File: src/rtl/dkong_sound_cmd_latch.sv
// Main-CPU side of the sound command interface: addressable latches 6H/5H/4H, data latch 3D,
// and a SACK-driven pending/timeout status word the main CPU can poll.
module dkong_sound_cmd_latch #(
   parameter logic [15:0] A_3D           = 16'h7C00,
   parameter logic [15:0] A_4H           = 16'h7C80,
   parameter logic [15:0] A_6H           = 16'h7D00,
   parameter logic [15:0] A_5H           = 16'h7D80,
   parameter logic [15:0] A_STAT         = 16'h7D81,
   parameter int          TIMEOUT_CYCLES = 24576
) (
   input  logic        W_CLK_24576M,
   input  logic        I_RST,
   input  logic        I_WR,
   input  logic        I_RD,
   input  logic [15:0] I_A,
   input  logic [7:0]  I_D,
   input  logic        I_SACK,
   output logic [6:0]  O_6H_Q,
   output logic        O_5H_Q0,
   output logic [1:0]  O_4H_Q,
   output logic [4:0]  O_3D_Q,
   output logic [7:0]  O_RD_DAT,
   output logic        O_RD_HIT,
   output logic        O_PENDING,
   output logic        O_TIMEOUT
);
   localparam int               CNT_W    = $clog2(TIMEOUT_CYCLES + 1);
   localparam logic [CNT_W-1:0] CNT_MAX  = CNT_W'(TIMEOUT_CYCLES);
   localparam logic [CNT_W-1:0] CNT_LAST = CNT_W'(TIMEOUT_CYCLES - 1);

   typedef enum logic {ST_IDLE, ST_WAIT} state_t;

   logic [15:0]      off_6h, off_4h;
   logic [6:0]       wr_6h_sel;
   logic [1:0]       wr_4h_sel;
   logic             wr_3d, wr_5h, wr_stat, rd_stat, issue;
   logic [6:0]       q6h_q, q6h_d;
   logic [1:0]       q4h_q, q4h_d;
   logic [4:0]       q3d_q, q3d_d;
   logic             q5h_q, q5h_d;
   logic             sync1_q, sync2_q, sync3_q, sack_evt_q;
   state_t           state_q;
   logic [CNT_W-1:0] cnt_q;
   logic             timeout_q;
   logic             rd_hit_q;
   logic [7:0]       rd_dat_q, rd_dat_d;
   logic             unused_d;

   assign off_6h  = I_A - A_6H;
   assign off_4h  = I_A - A_4H;
   assign wr_3d   = I_WR && (I_A == A_3D);
   assign wr_5h   = I_WR && (I_A == A_5H);
   assign wr_stat = I_WR && (I_A == A_STAT);
   assign rd_stat = I_RD && (I_A == A_STAT);
   assign issue   = wr_5h && I_D[0] && !q5h_q;
   assign unused_d = &{1'b0, I_D[7:5]};

   // Offsets outside the populated bit range (e.g. 6H+7) never select a bit
   genvar gi;
   generate
      for (gi = 0; gi < 7; gi++) begin : g_6h_dec
         assign wr_6h_sel[gi] = I_WR && (off_6h == 16'(gi));
      end
      for (gi = 0; gi < 2; gi++) begin : g_4h_dec
         assign wr_4h_sel[gi] = I_WR && (off_4h == 16'(gi));
      end
   endgenerate

   always_comb begin
      q6h_d = q6h_q;
      q4h_d = q4h_q;
      for (int i = 0; i < 7; i++) begin
         if (wr_6h_sel[i]) q6h_d[i] = I_D[0];
      end
      for (int i = 0; i < 2; i++) begin
         if (wr_4h_sel[i]) q4h_d[i] = I_D[0];
      end
      q3d_d    = wr_3d ? I_D[4:0] : q3d_q;
      q5h_d    = wr_5h ? I_D[0] : q5h_q;
      rd_dat_d = rd_stat ? {timeout_q, (state_q == ST_WAIT), sync2_q, q5h_q, 4'b0000} : 8'h00;
   end

   always_ff @(posedge W_CLK_24576M) begin
      if (I_RST) begin
         q6h_q      <= '0;
         q4h_q      <= '0;
         q3d_q      <= '0;
         q5h_q      <= 1'b0;
         sync1_q    <= 1'b0;
         sync2_q    <= 1'b0;
         sync3_q    <= 1'b0;
         sack_evt_q <= 1'b0;
         rd_hit_q   <= 1'b0;
         rd_dat_q   <= 8'h00;
      end else begin
         q6h_q      <= q6h_d;
         q4h_q      <= q4h_d;
         q3d_q      <= q3d_d;
         q5h_q      <= q5h_d;
         sync1_q    <= I_SACK;
         sync2_q    <= sync1_q;
         sync3_q    <= sync2_q;
         sack_evt_q <= sync2_q ^ sync3_q;
         rd_hit_q   <= rd_stat;
         rd_dat_q   <= rd_dat_d;
      end
   end

   // A fresh issue edge outranks a coincident SACK and restarts the timeout window
   always_ff @(posedge W_CLK_24576M) begin
      if (I_RST) begin
         state_q   <= ST_IDLE;
         cnt_q     <= '0;
         timeout_q <= 1'b0;
      end else begin
         if (wr_stat) timeout_q <= 1'b0;
         if (issue) begin
            state_q <= ST_WAIT;
            cnt_q   <= '0;
         end else if (state_q == ST_WAIT) begin
            if (sack_evt_q) begin
               state_q <= ST_IDLE;
               cnt_q   <= '0;
            end else if (cnt_q != CNT_MAX) begin
               cnt_q <= cnt_q + 1'b1;
               if (cnt_q == CNT_LAST) timeout_q <= 1'b1;
            end
         end
      end
   end

   assign O_6H_Q    = q6h_q;
   assign O_5H_Q0   = q5h_q;
   assign O_4H_Q    = q4h_q;
   assign O_3D_Q    = q3d_q;
   assign O_RD_DAT  = rd_dat_q;
   assign O_RD_HIT  = rd_hit_q;
   assign O_PENDING = (state_q == ST_WAIT);
   assign O_TIMEOUT = timeout_q;
endmodule

File: config.mk
export PLATFORM = sky130hd
export DESIGN_NAME = dkong_sound_cmd_latch
export DESIGN_NICKNAME = d
export VERILOG_FILES = /design/src/rtl/dkong_sound_cmd_latch.sv
export SDC_FILE = /design/constraint.sdc
export NUM_CORES = 1
export LEC_CHECK = 0
export ABC_AREA = 1
export BUFFER_PORTS_ARGS = -buffer_cell sky130_fd_sc_hd__buf_2
export CAP_MARGIN = 25
export CORE_ASPECT_RATIO = 1.1
export CORE_UTILIZATION = 41
export DETAILED_ROUTE_END_ITERATION = 16
export PLACE_DENSITY = 0.7
export SLEW_MARGIN = 10
export SYNTH_ARGS = -nofsm -noshare
export SYNTH_HDL_FRONTEND = slang
export SYNTH_SLANG_ARGS = --single-unit
File: constraint.sdc
create_clock -name W_CLK_24576M -period 1.3 [get_ports W_CLK_24576M]
set_input_delay 0.26 -clock W_CLK_24576M [delete_from_list [all_inputs] [get_ports W_CLK_24576M]]
set_output_delay 0.26 -clock W_CLK_24576M [all_outputs]
set_load 0.01 [all_outputs]
* Word-level counts from Yosys, hierarchy flattened
Index checks and enable logic that the tools add are counted.
Word-level totals: flip-flop bits (word level) 45, bits of input ports 29, output and inout bits 26
Operators by class: $add $sub $neg 3, equality and inequality tests 12, mux-type cells 11, bitwise gates (word level) 2, reduce and logical (&&, ||, !) cells 22
Operator list (count):
- equality test 16 x 15 -> 1 bit (second input constant) | 3
- equality test 16 x 3 -> 1 bit (second input constant) | 3
- equality test 16 x 1 -> 1 bit (second input constant) | 2
- equality test 16 x 2 -> 1 bit (second input constant) | 2
- logical NOT 16 bit | 2
- subtractor 16 x 15 -> 16 bit (second input constant) | 2
- two-way mux 15 bit | 2
- adder 15 x 1 -> 15 bit (second input constant) | 1
- equality test 15 bit (second input constant) | 1
- logical AND 1 bit | 15
- inequality test 15 bit (second input constant) | 1
- two-way mux 1 bit | 9
- OR reduction 2 bit | 2
- AND reduction 2 bit | 1
- nonzero test 2 bit | 1
- logical NOT 1 bit | 1
- NOT 1 bit | 1
- XOR 1 bit | 1

* Depth between registers and ports, before layout
word-level depth 8, gate-level depth with buffers 10, depth with buffers taken out 10

* Worst setup path before layout
Ideal clock, no wire load.
path type register to register, start register cnt_q[0], end register cnt_q[13], data arrival time 1.325 ns, data required time 1.188 ns, slack -0.137 ns, stages on the path, launching flop included 11, path buffers 1, clock period less this slack 1.437 ns, path through dfxtp_1 > inv_1 > ha_1 > nand3_1 > nor2_1 > nand3_2 > nand2_4 > buf_8 > nor2_1 > nor2_1 > nor2_2
Between the ends: cells in the longest elaborated chain, start to end 3, elaborated cells between the ends (all ways) 6, those cells by class 1 x add/sub; 1 x eq/ne; 2 x mux; 2 x reduce/logical
RTL lines:
- from (decl) | RTL line 43 | logic [CNT_W-1:0] cnt_q;
- from (signal assigned) | RTL line 125 | cnt_q <= cnt_q + 1'b1;
- adder 15 x 1 -> 15 bit or inequality test 15 bit (tied branches) | RTL line 125, 124
- two-way mux 15 bit or nonzero test 2 bit (tied branches)
- two-way mux 15 bit or AND reduction 2 bit (tied branches)
Several ways; a longest one is shown, not always the timed one. The select of a mux whose other input is x is not followed. A chain may end at the register's enable or synchronous reset.

* Worst setup path in the final report
start register cnt_q[1], end register cnt_q[2]
Same word-level chain as after synthesis.

==> flow_metrics.env <==
export IMPL_clock_sinks=41
export IMPL_fin_setup_tns_ps=-1340
export IMPL_critical_path_class="reg -> reg"
export IMPL_globalRouteMet1Util_pct=26.6
export IMPL_grt_pass1_wl_um=10200
export IMPL_crit_fanout=7
export IMPL_num_vias=2561
export IMPL_final_setup_viol_count=16
export IMPL_gr_usage_met2_pct=36.4
export IMPL_cts_buffers=5
export IMPL_firstDrtPassIters=5
export IMPL_die_h_um=82.0
export IMPL_maxSlewViolCount=0
export IMPL_synthAdderAreaFrac_pct=1.57
export IMPL_postCtsHoldBufs=0
export IMPL_io_pins=55
export IMPL_setup_ws_ps=-135
export IMPL_syn_area_um2=2380
export IMPL_endpoint_kind="flop"
export IMPL_layout_nets=492
export IMPL_finalCriticalPeriod_ps=1430
export IMPL_synthCells=360
export IMPL_synth_distinct_cells=35
export IMPL_start_util_pct=43.3
export IMPL_r2r_setup_slack_ps=-130
export IMPL_placed_cells_incl_taps=527
export IMPL_p_total_uw=2730
export IMPL_drive_above_1_share_pct=36.0
export IMPL_yosysSeqAreaShare_pct=34.4
export IMPL_power_leakage_uw=0.00151
export IMPL_place_hpwl_um=4540
export IMPL_grt_met3_usage_pct=3.93
export IMPL_die_w_um=74.7
export IMPL_final_cells=536
export IMPL_drt_iter0_drc=104
export IMPL_syn_area_per_cell_um2=6.62
export IMPL_first_global_vias=2433
export IMPL_area_sequential_um2=832
export IMPL_worstPathCellList="inv_4, ha_4, nand3_2, nor2_2, nand3_2, nand2_4, buf_8, nand2_4, a21oi_2"
export IMPL_synth_top_family_by_area="simple AND/OR/NAND/NOR gates"
export IMPL_synth_compound_area_share_pct=8.71
export IMPL_cpPeakStageDelay_ps=380
export IMPL_grt_setup_unrepaired="true"
export IMPL_ctsHtreeMaxLevel=2
export IMPL_fill_cells=501
export IMPL_clk_latency_ps=300
export IMPL_status="finished with violations"
export IMPL_drcViolationCount=0
export IMPL_critical_path_buf_inv_count=2
export IMPL_core_um2=5500
export IMPL_multiInputGateArea_um2=1420
export IMPL_wl_um=6010
export IMPL_final_hold_viol_count=0
export IMPL_viasPerCell=4.78
export IMPL_fmax_mhz=697
export IMPL_area_growth_pct=39.5
export IMPL_place_gp_congestion=0.828
export IMPL_placementRows=28
export IMPL_top_usage_layer="met2"
export IMPL_ir_worst_vdd_mv=0.568
export IMPL_diodes=0
export IMPL_synthMuxAreaShare_pct=0
export IMPL_wl_per_cell_um=11.2
export IMPL_antenna_found_initial=0
export IMPL_power_density_nw_per_um2=820
export IMPL_crit_family="simple AND/OR/NAND/NOR gates"
export IMPL_yosys_warnings=0
export IMPL_finalClockSkew_ps=12.3
export IMPL_synth_seq_cells=41
export IMPL_yosys_area_share_simple_pct=41.3
export IMPL_violations="negative setup slack"
export IMPL_dieArea_um2=6120
export IMPL_ant_nets=0
export IMPL_min_path_type="in -> reg"
export IMPL_synthXorXnorAreaFrac_pct=2.20
export IMPL_final_cell_mix="nor2_1, nand2_1, buf_4, buf_2, inv_1"
export IMPL_grt_total_usage_pct=21.5
export IMPL_cp_start_kind="flop"
export IMPL_port_buffers=47
export IMPL_cpMaxStageDelayCell="dfxtp_4"
export IMPL_crit_arrival_ps=1680
export IMPL_grt_max_degree=15
export IMPL_tritoncts="yes"
export IMPL_clockBufferDepth=2
export IMPL_pre_cts_ws_ps=-270
export IMPL_final_common_cell="nor2_1"
export IMPL_clock_root_buffer="clkbuf_8"
export IMPL_overflow=0
export IMPL_fin_crit_sh_pct=110
export IMPL_cap_viol_max_count=0
export IMPL_critPathRequiredTime_ps=1540
export IMPL_clk_pin_slew_ps=90
cell families (layout without fill, tap and decap cells):
family / Yosys count / after routing
xor gates and xnor gates: 6 / 6
buffers and inverters: 59 / 157
adders and majority gates: 3 / 3
other: 1 / 4
and+or+nand+nor: 214 / 214
AOI/OAI and AO/OA: 36 / 36
DFF: 41 / 41
cells in the mapped netlist:
cell type / n / share of area [%]
xnor2_1: 1 / 0.37
nor2_8: 1 / 0.84
buf_12: 1 / 0.84
nand3_1: 30 / 6.3
nand3b_1: 1 / 0.32
o21bai_1: 1 / 0.32
a21oi_2: 6 / 2.2
nand4_4: 1 / 0.89
nor2_2: 4 / 1.0
dfxtp_1: 41 / 34
inv_2: 2 / 0.32
o21ai_0: 13 / 2.7
buf_6: 1 / 0.47
buf_2: 3 / 0.63
inv_1: 45 / 7.1
a21oi_1: 15 / 3.1
o21a_1: 1 / 0.32
nand3_2: 2 / 0.84
conb_1: 1 / 0.16
nand2_4: 3 / 1.4
nor2_4: 1 / 0.47
nand4_1: 10 / 2.6
nor2_1: 81 / 13
nor3_1: 6 / 1.3
buf_4: 4 / 1.3
nand2_1: 70 / 11
and3_1: 1 / 0.26
nand3_4: 1 / 0.74
xor2_1: 5 / 1.8
buf_8: 1 / 0.63
clkinv_2: 1 / 0.21
clkinv_1: 1 / 0.16
nor4_1: 1 / 0.26
ha_1: 3 / 1.6
nand2_2: 1 / 0.26
registers in the layout (all words and copies together), names as in the netlist, 2 cells and up:
register and cells:
cnt_q 15, O_4H_Q 2, O_6H_Q 7, O_RD_DAT 4, O_3D_Q 5
worst register-to-register path: stages (launching register included):
cell,delay [ps]
dfxtp_4,380
inv_4,60
ha_4,130
nand3_2,60
nor2_2,130
nand3_2,110
nand2_4,160
buf_8,160
nand2_4,50
a21oi_2,130
metrics by stage:
| stage | util [%] | area (um^2) | hold slack, ps |
|---|---|---|---|
| 5_1_grt | 60.4 | 3320 | 176 |
| 3_3_place_gp | 55.4 | 3050 | 406 |
| 3_5_place_dp | 55.4 | 3050 | 405 |
| 4_1_cts | 58.8 | 3230 | 166 |
| 6_report | 60.4 | 3320 | 164 |
| 2_1_floorplan | - | 2420 | 329 |
path summary, 6_finish.rpt:
| check | to | from | depth (start not counted) |
|---|---|---|---|
| max | cnt_q[2]$_SDFFE_PP0P_ | cnt_q[1]$_SDFFE_PP0P_ | 9 |
| min | sync1_q$_SDFF_PP0_ | I_SACK | 3 |
| max reg2reg | cnt_q[2]$_SDFFE_PP0P_ | cnt_q[1]$_SDFFE_PP0P_ | 9 |
| min reg2reg | sync2_q$_SDFF_PP0_ | sync1_q$_SDFF_PP0_ | 2 |
layout make-up:
cell class	instances	area share [%]
inverters	49	5.87
well taps	75	2.82
flip-flops and latches	41	25.0
repair buffers	100	19.5
clock buffers	5	2.07
multi-input cells	263	42.6
clock inverters	3	2.07
per-layer routing:
layer / share of wire [%] / wire length (um)
met3: 4.7 / 284
met4: 2.3 / 138
met5: 0 / 0
met2: 49 / 2940
met1: 44 / 2650
power by group:
group	total [uW]	switching (uW)	internal [uW]	leakage (uW)
Sequential	1260	3.31	1260	0.000334
Clock	1270	496	774	0.0000687
Combinational	198	115	83.7	0.00111
Total	2730	614	2110	0.00151
repair_timing:
| action | 4_1_cts | 5_1_grt |
|---|---|---|
| buffers inserted | 0 | 1 |
| setup endpoints to repair | 19 | 22 |
| pin swaps | 3 | 14 |
| gates resized for setup | 15 | 29 |
| cloned | 0 | 0 |
No activity file was read; power rests on OpenSTA's default activity.
